$ cat src/rtl/vga_sync_gen.sv
// VGA raster timing generator: pixel-rate enable, x/y counters and registered
// video_on/hsync/vsync/frame_start that always describe the current (x,y).
module vga_sync_gen #(
  parameter int unsigned CLK_DIV   = 4,
  parameter int unsigned H_DISPLAY = 640,
  parameter int unsigned H_FRONT   = 16,
  parameter int unsigned H_SYNC    = 96,
  parameter int unsigned H_BACK    = 48,
  parameter int unsigned V_DISPLAY = 480,
  parameter int unsigned V_FRONT   = 10,
  parameter int unsigned V_SYNC    = 2,
  parameter int unsigned V_BACK    = 33,
  parameter logic        SYNC_POL  = 1'b0
) (
  input  logic       clk,
  input  logic       reset,
  output logic       p_tick,
  output logic [9:0] x,
  output logic [9:0] y,
  output logic       video_on,
  output logic       hsync,
  output logic       vsync,
  output logic       frame_start
);

  localparam int unsigned H_TOTAL  = H_DISPLAY + H_FRONT + H_SYNC + H_BACK;
  localparam int unsigned V_TOTAL  = V_DISPLAY + V_FRONT + V_SYNC + V_BACK;
  localparam int unsigned HS_START = H_DISPLAY + H_FRONT;
  localparam int unsigned HS_END   = H_DISPLAY + H_FRONT + H_SYNC - 1;
  localparam int unsigned VS_START = V_DISPLAY + V_FRONT;
  localparam int unsigned VS_END   = V_DISPLAY + V_FRONT + V_SYNC - 1;
  localparam int          DIV_W    = (CLK_DIV > 1) ? $clog2(CLK_DIV) : 1;

  localparam logic [DIV_W-1:0] DIV_LAST = DIV_W'(CLK_DIV - 1);
  localparam logic [9:0]       H_LAST   = 10'(H_TOTAL - 1);
  localparam logic [9:0]       V_LAST   = 10'(V_TOTAL - 1);

  logic [DIV_W-1:0] div_cnt_q, div_cnt_d;
  logic             p_tick_q, p_tick_d;
  logic [9:0]       x_q, x_d;
  logic [9:0]       y_q, y_d;
  logic             video_on_q, video_on_d;
  logic             hsync_q, hsync_d;
  logic             vsync_q, vsync_d;
  logic             frame_start_q, frame_start_d;

  always_comb begin
    div_cnt_d     = (div_cnt_q == DIV_LAST) ? '0 : div_cnt_q + DIV_W'(1);
    x_d           = x_q;
    y_d           = y_q;
    frame_start_d = 1'b0;

    if (p_tick_q) begin
      if (x_q == H_LAST) begin
        x_d = '0;
        if (y_q == V_LAST) begin
          y_d           = '0;
          frame_start_d = 1'b1;
        end else begin
          y_d = y_q + 10'd1;
        end
      end else begin
        x_d = x_q + 10'd1;
      end
    end

    // Registered p_tick keeps it low during reset even when CLK_DIV is 1.
    p_tick_d   = (div_cnt_d == DIV_LAST);
    // Decode from the next counter values so the flags land with x/y.
    video_on_d = (32'(x_d) < H_DISPLAY) && (32'(y_d) < V_DISPLAY);
    hsync_d    = ((32'(x_d) >= HS_START) && (32'(x_d) <= HS_END)) ? SYNC_POL : ~SYNC_POL;
    vsync_d    = ((32'(y_d) >= VS_START) && (32'(y_d) <= VS_END)) ? SYNC_POL : ~SYNC_POL;
  end

  always_ff @(posedge clk or posedge reset) begin
    if (reset) begin
      div_cnt_q     <= '0;
      p_tick_q      <= 1'b0;
      x_q           <= '0;
      y_q           <= '0;
      video_on_q    <= 1'b1;
      hsync_q       <= ~SYNC_POL;
      vsync_q       <= ~SYNC_POL;
      frame_start_q <= 1'b0;
    end else begin
      div_cnt_q     <= div_cnt_d;
      p_tick_q      <= p_tick_d;
      x_q           <= x_d;
      y_q           <= y_d;
      video_on_q    <= video_on_d;
      hsync_q       <= hsync_d;
      vsync_q       <= vsync_d;
      frame_start_q <= frame_start_d;
    end
  end

  assign p_tick      = p_tick_q;
  assign x           = x_q;
  assign y           = y_q;
  assign video_on    = video_on_q;
  assign hsync       = hsync_q;
  assign vsync       = vsync_q;
  assign frame_start = frame_start_q;

endmodule

$ cat config.mk
export PLATFORM = sky130hd
export DESIGN_NAME = vga_sync_gen
export DESIGN_NICKNAME = d
export VERILOG_FILES = /design/src/rtl/vga_sync_gen.sv
export SDC_FILE = /design/constraint.sdc
export NUM_CORES = 1
export LEC_CHECK = 0
export CORE_ASPECT_RATIO = 0.8
export CORE_MARGIN = 2
export CORE_UTILIZATION = 25
export CTS_BUF_LIST = sky130_fd_sc_hd__clkbuf_8
export CTS_CLUSTER_SIZE = 10
export DETAILED_ROUTE_END_ITERATION = 7
export PLACE_DENSITY = 0.49
export SKIP_CTS_REPAIR_TIMING = 1
export SLEW_MARGIN = 5
export SYNTH_ARGS = -nofsm -noshare
export SYNTH_HDL_FRONTEND = slang
export SYNTH_SLANG_ARGS = --single-unit
$ cat constraint.sdc
create_clock -name clk -period 3 [get_ports clk]
set_clock_uncertainty 0.15 [all_clocks]
set_input_delay 0.3 -clock clk [delete_from_list [all_inputs] [get_ports clk]]
set_output_delay 0.3 -clock clk [all_outputs]
set_load 0.01 [all_outputs]
==> results of run 1 <==
[area by class of cell]
type / count / area share [%]
multi-input cells: 107 / 38.3
flip-flops and latches: 27 / 36.7
repair buffers: 29 / 15.3
well taps: 78 / 5.27
clock buffers: 3 / 2.23
inverters: 10 / 2.03
clock inverters: 1 / 0.203
[stage by stage]
step	instances	hold slack [ns]
after global routing	255	0.302
after global placement	251	0.284
after CTS	255	0.241
after floorplan	149	0.200
after detailed placement	251	0.295
final	255	0.233
[sequential cells by signal, indices dropped and copies added (netlist names)]
signal       count
x               10
frame_start      1
vsync            1
p_tick           1
div_cnt_q        2
hsync            1
video_on         1
y               10
[worst reg2reg max path, stage by stage, from the launching register on]
cell and delay, ns:
dfrtp_1 0.44, ha_1 0.28, or4b_4 0.54, or4_1 0.48
nor2b_1 0.26, nor2_1 0.13, nor4_1 0.33
[how the worst min path moves through the flow]
stage,startpoint,depth (start not counted),to
3_3_place_gp,div_cnt_q[0]$_DFF_PP0_,1,div_cnt_q[0]$_DFF_PP0_
4_1_cts,reset,3,x[7]$_DFF_PP0_
2_1_floorplan,reset,1,div_cnt_q[0]$_DFF_PP0_
6_report,reset,3,x[7]$_DFF_PP0_
3_5_place_dp,div_cnt_q[0]$_DFF_PP0_,1,div_cnt_q[0]$_DFF_PP0_
5_1_grt,reset,3,x[7]$_DFF_PP0_
[synthesized netlist by cell type (all sizes together), types with 2 or more instances]
cell type,instances
clkbuf,4
dfstp,3
nor2,11
xnor2,7
a21boi,2
ha,5
dfrtp,24
nand4b,3
and3,4
nor3,3
nand4,9
nor4,5
inv,10
xor2,5
o21ai,10
or3,4
nand2,17
nand3,4
a21oi,4
[cells by family after synthesis]
kind of cell / share of synthesized area [%]
xor+xnor: 7.19
mux: 0.770
flops: 46.5
fa+ha+maj: 4.28
buf+inv: 5.05
compound gates: 9.58
simple gates: 26.7
[layer usage]
metal	up-vias	part of all wire, %	global-route usage, %
met5	-	0	0
met4	0	0.40	2.49
met3	2	6.2	3.30
met2	37	44	16.6
met1	596	50	18.1
li1	579	-	-
[where the power goes]
part           internal [mW]  switching, mW
Combinational        0.00208        0.00719
Clock                 0.0918          0.113
Sequential             0.364              0
Total                  0.458          0.120
==> run_results.csv, run 1 <==
group,metric,value,unit
clock_network,cts_tree,"built",
cells_and_area,fillers,585,
cells_and_area,area_growth,26.6,%
timing,setup_tns,0,ns
yosys,synth-seq-area-share,46.4,%
placed_design,post-dp-hpwl,2.60,mm
yosys,synth_edf_count,0,
floorplanning,io_pins,27,
global_routing,antenna_found_initial,0,
worst_setup_path,cp.depth,6,
worst_setup_path,r2r_slack,0.29,ns
worst_setup_path,reg2reg_depth,6,
route,vias_per_cell,4.76,
placed_design,dp_slack,0.303,ns
yosys,synth_top_area_share,41.1,%
cells_and_area,final_nets,185,
global_routing,overflow,0,
worst_setup_path,r2r_start,"x[0]$_DFF_PP0_",
worst_setup_path,arrival,2.73,ns
cells_and_area,final_core_util,33.3,%
timing,max_freq,369,MHz
cells_and_area,layout_commonest_cell,"clkdlybuf4s50_1",
yosys,synth_top_cell_by_area,"dfrtp_1",
worst_setup_path,path_max_fanout,6,
global_routing,grt_max_degree,28,
cells_and_area,mostFrequentLayoutCells,"clkdlybuf4s50_1, dfrtp_1, nand2_1, inv_1, nor2_1",
pwr,power.density,312,nW/um^2
worst_setup_path,setup.worst_path.start_class,"flop",
route,firstDrtPassIters,4,
timing,hold_violations,0,
placed_design,place_area,1810,um^2
worst_setup_path,worst_setup_path_end_kind,"flop",
worst_setup_path,crit_type,"reg -> reg",
clock_network,clkLatencyLatePin,0.27,ns
route,ant_nets,0,
global_routing,grt_first_pass_wirelength,5.96,mm
timing,rsz0062_at_grt,"no",
yosys,synth_fp_nets,156,
yosys,synthCells,149,
global_routing,grt.total_usage,11.9,%
timing,fin_crit,2.71,ns
route,vias,1214,
route,totalWireLength,3.49,mm
worst_setup_path,cp_data_required_time,3.02,ns
floorplanning,die_x,89.5,um
placed_design,gp_congestion,0.883,
worst_setup_path,slowest_stage,"or4b_4",
route,drtIter0Drc,113,
yosys,syn_avg_cell_area,9.82,um^2
cells_and_area,fin_area,1850,um^2
worst_setup_path,crit_path_end,"video_on$_DFF_PP1_",
yosys,synth_area,1460,um^2
yosys,ys_async_sr_fraction,100,%
cells_and_area,antenna_cells,0,
floorplanning,start_util,26.3,%
floorplanning,rows,24,
worst_setup_path,cp_top_family,"simple AND/OR/NAND/NOR gates",
clock_network,cts_max_level,1,
clock_network,cts_buffer_depth,2,
clock_network,clk_pin_slew,0.09,ns
yosys,synthDistinctLibCells,36,
run,cap_viol_max_count,0,
worst_setup_path,cp_num_buf_inv,0,
worst_setup_path,cpPeakStageDelay,0.54,ns
worst_setup_path,reg2reg_to,"video_on$_DFF_PP1_",
cells_and_area,multi_input_area,709,um^2
worst_setup_path,cp_cell_sequence,"ha_1 > or4b_4 > or4_1 > nor2b_1 > nor2_1 > nor4_1",
global_routing,grt_pass1_vias,1194,
floorplanning,coreArea,5560,um^2
placed_design,port_buffers,26,
timing,tightest_slew,0.408,ns
clock_network,clock_sinks,27,
route,drcViolationCount,0,
pwr,peakVddDrop,132,uV
worst_setup_path,cp-startpoint,"x[0]$_DFF_PP0_",
cells_and_area,final-seq-area,679,um^2
clock_network,cts_buffers,3,
yosys,yosys_warnings,0,
timing,setup-violations-final,0,
yosys,ys.flop_type,"dfrtp_1",
yosys,ys_ff_latch,27,
timing,fin_ws,0.287,ns
timing,fin_crit_sh,90.4,%
timing,drv_slew,0,
route,avgRoutedWirePerCell,13.7,um
floorplanning,dieHeight,72.4,um
hold_path,worst_hold_path_type,"in -> async",
status,outcome,"finished, final reports clean",
floorplanning,dieArea,6480,um^2
cells_and_area,drive_gt1_share,8.47,%
timing,relSlewSlack,72.6,%
pwr,leakagePower,0.775,nW
clock_network,clock-root-buffer,"clkbuf_8",
pwr,p_total,0.578,mW
yosys,yosys-top-cells-area,"dfrtp_1, dfstp_2, nand2_1, ha_1, xnor2_1",
Note: power is estimated with default switching activity, not from simulation.
==> inputs of run 2 (changes only) <==
CORE_MARGIN = unset   (was 2)
==> run_results.csv, run 2 (synthesis results as in run 1) <==
group,metric,value,unit
status,outcome,"finished, final reports clean",
cells_and_area,fillers,580,
cells_and_area,final-seq-area,679,um^2
route,avgRoutedWirePerCell,13.2,um
global_routing,overflow,0,
cells_and_area,drive_gt1_share,9.55,%
route,top_layer,"met4",
floorplanning,dieHeight,70.4,um
floorplanning,rows,24,
floorplanning,coreArea,5560,um^2
pwr,leakagePower,0.775,nW
global_routing,antenna_found_initial,0,
placed_design,gp_congestion,0.841,
worst_setup_path,arrival,2.77,ns
route,wl_met3,229,um
timing,fin_crit,2.72,ns
route,vias,1212,
timing,setup-violations-final,0,
route,wl_met2,1.47,mm
floorplanning,start_util,26.3,%
floorplanning,io_pins,27,
route,vias_per_cell,4.73,
timing,hold_violations,0,
cells_and_area,final_nets,186,
clock_network,clk_pin_slew,0.10,ns
cells_and_area,final_core_util,33.5,%
clock_network,cts_buffers,3,
timing,drv_slew,0,
clock_network,clkLatencyLatePin,0.28,ns
timing,max_freq,368,MHz
worst_setup_path,cp_data_required_time,3.05,ns
cells_and_area,fin_cells,256,
placed_design,post-dp-hpwl,2.52,mm
cells_and_area,area_growth,27.4,%
timing,fin_crit_sh,90.6,%
worst_setup_path,setup.worst_path.start_class,"flop",
pwr,peakVddDrop,157,uV
clock_network,clock_sinks,27,
worst_setup_path,crit_type,"reg -> reg",
timing,relSlewSlack,71.4,%
worst_setup_path,path_max_fanout,6,
global_routing,grt_first_pass_wirelength,5.95,mm
clock_network,clock-root-buffer,"clkbuf_8",
hold_path,worst_hold_path_type,"in -> async",
timing,setup_tns,0,ns
run,cap_viol_max_count,0,
global_routing,grt_pass1_vias,1186,
cells_and_area,layout_commonest_cell,"clkdlybuf4s50_1",
global_routing,grt_max_degree,28,
clock_network,cts_tree,"built",
cells_and_area,multi_input_area,709,um^2
worst_setup_path,worst_setup_path_end_kind,"flop",
pwr,power.density,316,nW/um^2
placed_design,place_inst,252,
floorplanning,dieArea,6160,um^2
route,totalWireLength,3.39,mm
timing,rsz0062_at_grt,"no",
route,firstDrtPassIters,4,
route,wl_met1,1.68,mm
cells_and_area,antenna_cells,0,
timing,tightest_slew,0.426,ns
cells_and_area,mostFrequentLayoutCells,"clkdlybuf4s50_1, dfrtp_1, nand2_1, nor2_1",
global_routing,grt.total_usage,12.3,%
placed_design,port_buffers,26,
floorplanning,die_x,87.5,um
clock_network,cts_max_level,1,
route,drtIter0Drc,116,
route,drcViolationCount,0,
clock_network,cts_buffer_depth,2,
route,ant_nets,0,
==> run 2: changes by cell type in the layout (fill, tap and decap cells not counted), sizes merged <==
cell and change:
buf +1, clkinvlp +1, inv -1
==> run 2: worst max-delay path: stages (launching register included) <==
cell and delay [ns]:
dfrtp_1 0.44, ha_1 0.29, or4b_4 0.54, or4_1 0.48
nor2_1 0.24, a22o_1 0.19, a21boi_0 0.21, nand4b_1 0.12
==> run 2: path summary, 6_finish.rpt <==
| path | start | end | slack (ns) | depth (start not counted) |
|---|---|---|---|---|
| setup reg to reg | x[0]$_DFF_PP0_ | vsync$_DFF_PP1_ | 0.28 | 7 |
| min in group clk | div_cnt_q[0]$_DFF_PP0_ | div_cnt_q[0]$_DFF_PP0_ | 0.32 | 1 |
| hold / removal | reset | x[7]$_DFF_PP0_ | 0.23 | 3 |
| hold reg to reg | div_cnt_q[0]$_DFF_PP0_ | div_cnt_q[0]$_DFF_PP0_ | 0.32 | 1 |
| max in group asynchronous | reset | vsync$_DFF_PP1_ | 2.17 | 3 |
| setup / recovery | x[0]$_DFF_PP0_ | vsync$_DFF_PP1_ | 0.28 | 7 |
==> run 2: area by class of cell <==
| type | instances | area share (%) |
|---|---|---|
| multi-input cells | 107 | 38.1 |
| clock buffers | 3 | 2.22 |
| inverters | 10 | 2.01 |
| clock inverters | 1 | 0.403 |
| repair buffers | 30 | 15.6 |
| well taps | 78 | 5.24 |
| flip-flops and latches | 27 | 36.5 |
==> run 2: power by group <==
part           internal, mW  leakage, nW  switching (mW)
registers             0.364        0.353               0
logic               0.00209        0.401         0.00732
clock network        0.0944       0.0217           0.121
total                 0.460        0.775           0.128
==> run 2: through the flow <==
| step | area [um^2] | power (mW) | hold slack [ns] | worst slack, ns |
|---|---|---|---|---|
| after floorplan | 1460 | 0.376 | 0.200 | 0.410 |
| after global placement | 1810 | 0.381 | 0.285 | 0.407 |
| after detailed placement | 1810 | 0.381 | 0.305 | 0.285 |
| after CTS | 1860 | 0.604 | 0.241 | 0.267 |
| after global routing | 1860 | 0.621 | 0.269 | 0.0989 |
| final | 1860 | 0.589 | 0.232 | 0.281 |
==> run 2: per-layer routing <==
layer,vias to the layer above,global-route usage [%]
met5,-,0
met4,0,2.73
met3,2,3.19
met2,45,18.0
met1,584,18.0
li1,581,-
==> inputs of run 3 (changes only) <==
clock period = 2.7 ns   (was 3 ns; I/O delays follow)
==> run_results.csv, run 3 (synthesis results as in run 1) <==
group,metric,value,unit
run,cap_viol_max_count,0,
floorplanning,start_util,26.3,%
route,drcViolationCount,0,
status,outcome,"finished, final reports clean",
timing,setup-violations-final,0,
worst_setup_path,r2r_start,"x[0]$_DFF_PP0_",
floorplanning,coreArea,5560,um^2
cells_and_area,antenna_cells,0,
global_routing,overflow,0,
route,avgRoutedWirePerCell,13.3,um
floorplanning,dieHeight,70.4,um
timing,drv_slew,0,
cells_and_area,mostFrequentLayoutCells,"clkdlybuf4s50_1, dfrtp_1, nand2_1, inv_1, nor2_1",
worst_setup_path,r2r_slack,0.13,ns
timing,tightest_slew,0.411,ns
pwr,peakVddDrop,231,uV
global_routing,grt_first_pass_wirelength,5.76,mm
timing,hold_violations,0,
cells_and_area,layout_commonest_cell,"clkdlybuf4s50_1",
clock_network,cts_buffer_depth,2,
global_routing,grt_pass1_vias,1176,
floorplanning,dieArea,6160,um^2
worst_setup_path,cpPeakStageDelay,0.52,ns
route,vias,1226,
clock_network,clock_sinks,27,
timing,relSlewSlack,72.4,%
clock_network,cts_tree,"built",
worst_setup_path,cp_data_required_time,2.73,ns
worst_setup_path,reg2reg_to,"video_on$_DFF_PP1_",
cells_and_area,area_growth,28.7,%
pwr,p_total,0.646,mW
route,firstDrtPassIters,4,
worst_setup_path,slowest_stage,"or4b_4",
floorplanning,die_x,87.5,um
worst_setup_path,reg2reg_depth,7,
worst_setup_path,cp_num_buf_inv,0,
worst_setup_path,cp_top_family,"simple AND/OR/NAND/NOR gates",
worst_setup_path,cp.depth,7,
worst_setup_path,arrival,2.60,ns
cells_and_area,final_nets,189,
pwr,leakagePower,0.797,nW
clock_network,clock-root-buffer,"clkbuf_8",
clock_network,cts_buffers,3,
worst_setup_path,crit_type,"reg -> reg",
placed_design,port_buffers,26,
floorplanning,io_pins,27,
floorplanning,rows,24,
placed_design,post-dp-hpwl,2.59,mm
clock_network,cts_max_level,1,
timing,setup_tns,0,ns
worst_setup_path,path_max_fanout,6,
route,vias_per_cell,4.73,
pwr,power.density,343,nW/um^2
timing,fin_crit,2.57,ns
global_routing,grt.total_usage,11.9,%
clock_network,clk_pin_slew,0.09,ns
route,ant_nets,0,
worst_setup_path,setup.worst_path.start_class,"flop",
worst_setup_path,crit_path_end,"video_on$_DFF_PP1_",
route,totalWireLength,3.45,mm
hold_path,worst_hold_path_type,"in -> async",
route,drtIter0Drc,63,
worst_setup_path,worst_setup_path_end_kind,"flop",
placed_design,gp_congestion,0.820,
cells_and_area,drive_gt1_share,10.5,%
global_routing,antenna_found_initial,0,
timing,fin_crit_sh,95.1,%
clock_network,clkLatencyLatePin,0.27,ns
timing,rsz0062_at_grt,"no",
worst_setup_path,cp_cell_sequence,"ha_1 > or4b_4 > nor4_4 > and3_1 > xnor2_1 > a211oi_2 > nor4_1",
timing,max_freq,390,MHz
worst_setup_path,cp-startpoint,"x[0]$_DFF_PP0_",
global_routing,grt_max_degree,28,
[run 3: metal layers]
| layer | global-route usage, % | vias up | wire (um) | share of wire (%) |
|---|---|---|---|---|
| li1 | - | 590 | - | - |
| met1 | 17.8 | 594 | 1780 | 51 |
| met2 | 17.1 | 40 | 1460 | 42 |
| met3 | 3.31 | 2 | 209 | 6.1 |
| met4 | 2.37 | 0 | 5 | 0.14 |
| met5 | 0 | - | 0 | 0 |
[run 3: final cells by class]
class                           instances  area [um^2]
Fill cell                             560         3670
Tap cell                               78         97.6
Clock inverter                          1         3.75
Sequential cell                        27          679
Inverter                               10         37.5
Clock buffer                            3         41.3
Multi-Input combinational cell        107          709
Timing Repair Buffer                   33          313
[run 3: worst register-to-register path: stages, from the launching register on]
cell	delay, ns
dfrtp_1	0.44
ha_1	0.21
or4b_4	0.52
nor4_4	0.40
and3_1	0.24
xnor2_1	0.16
a211oi_2	0.09
nor4_1	0.28
[run 3: stage by stage]
stage	hold WS (ns)	setup slack, ns	cells	area [um^2]	utilization (%)
floorplan	0.170	0.110	149	1460	-
global placement	0.284	0.226	255	1840	33.1
detailed placement	0.294	0.168	255	1840	33.1
CTS	0.225	0.130	259	1880	33.9
global route	0.247	0.00710	259	1880	33.9
finish	0.205	0.133	259	1880	33.9
[run 3: worst min-delay path by stage]
stage          cells past startpoint                      to  slack, ns
6_report                           3          x[8]$_DFF_PP0_       0.20
3_3_place_gp                       1  div_cnt_q[0]$_DFF_PP0_       0.28
3_5_place_dp                       1  div_cnt_q[0]$_DFF_PP0_       0.29
4_1_cts                            3          y[2]$_DFF_PP0_       0.23
2_1_floorplan                      1  div_cnt_q[0]$_DFF_PP0_       0.17
5_1_grt                            3          x[8]$_DFF_PP0_       0.25
[run 3: power by group]
part           internal [mW]  total [mW]  switching [mW]
combinational        0.00232      0.0104         0.00810
sequential             0.404       0.404               0
clock                  0.102       0.231           0.129
total                  0.509       0.646           0.137
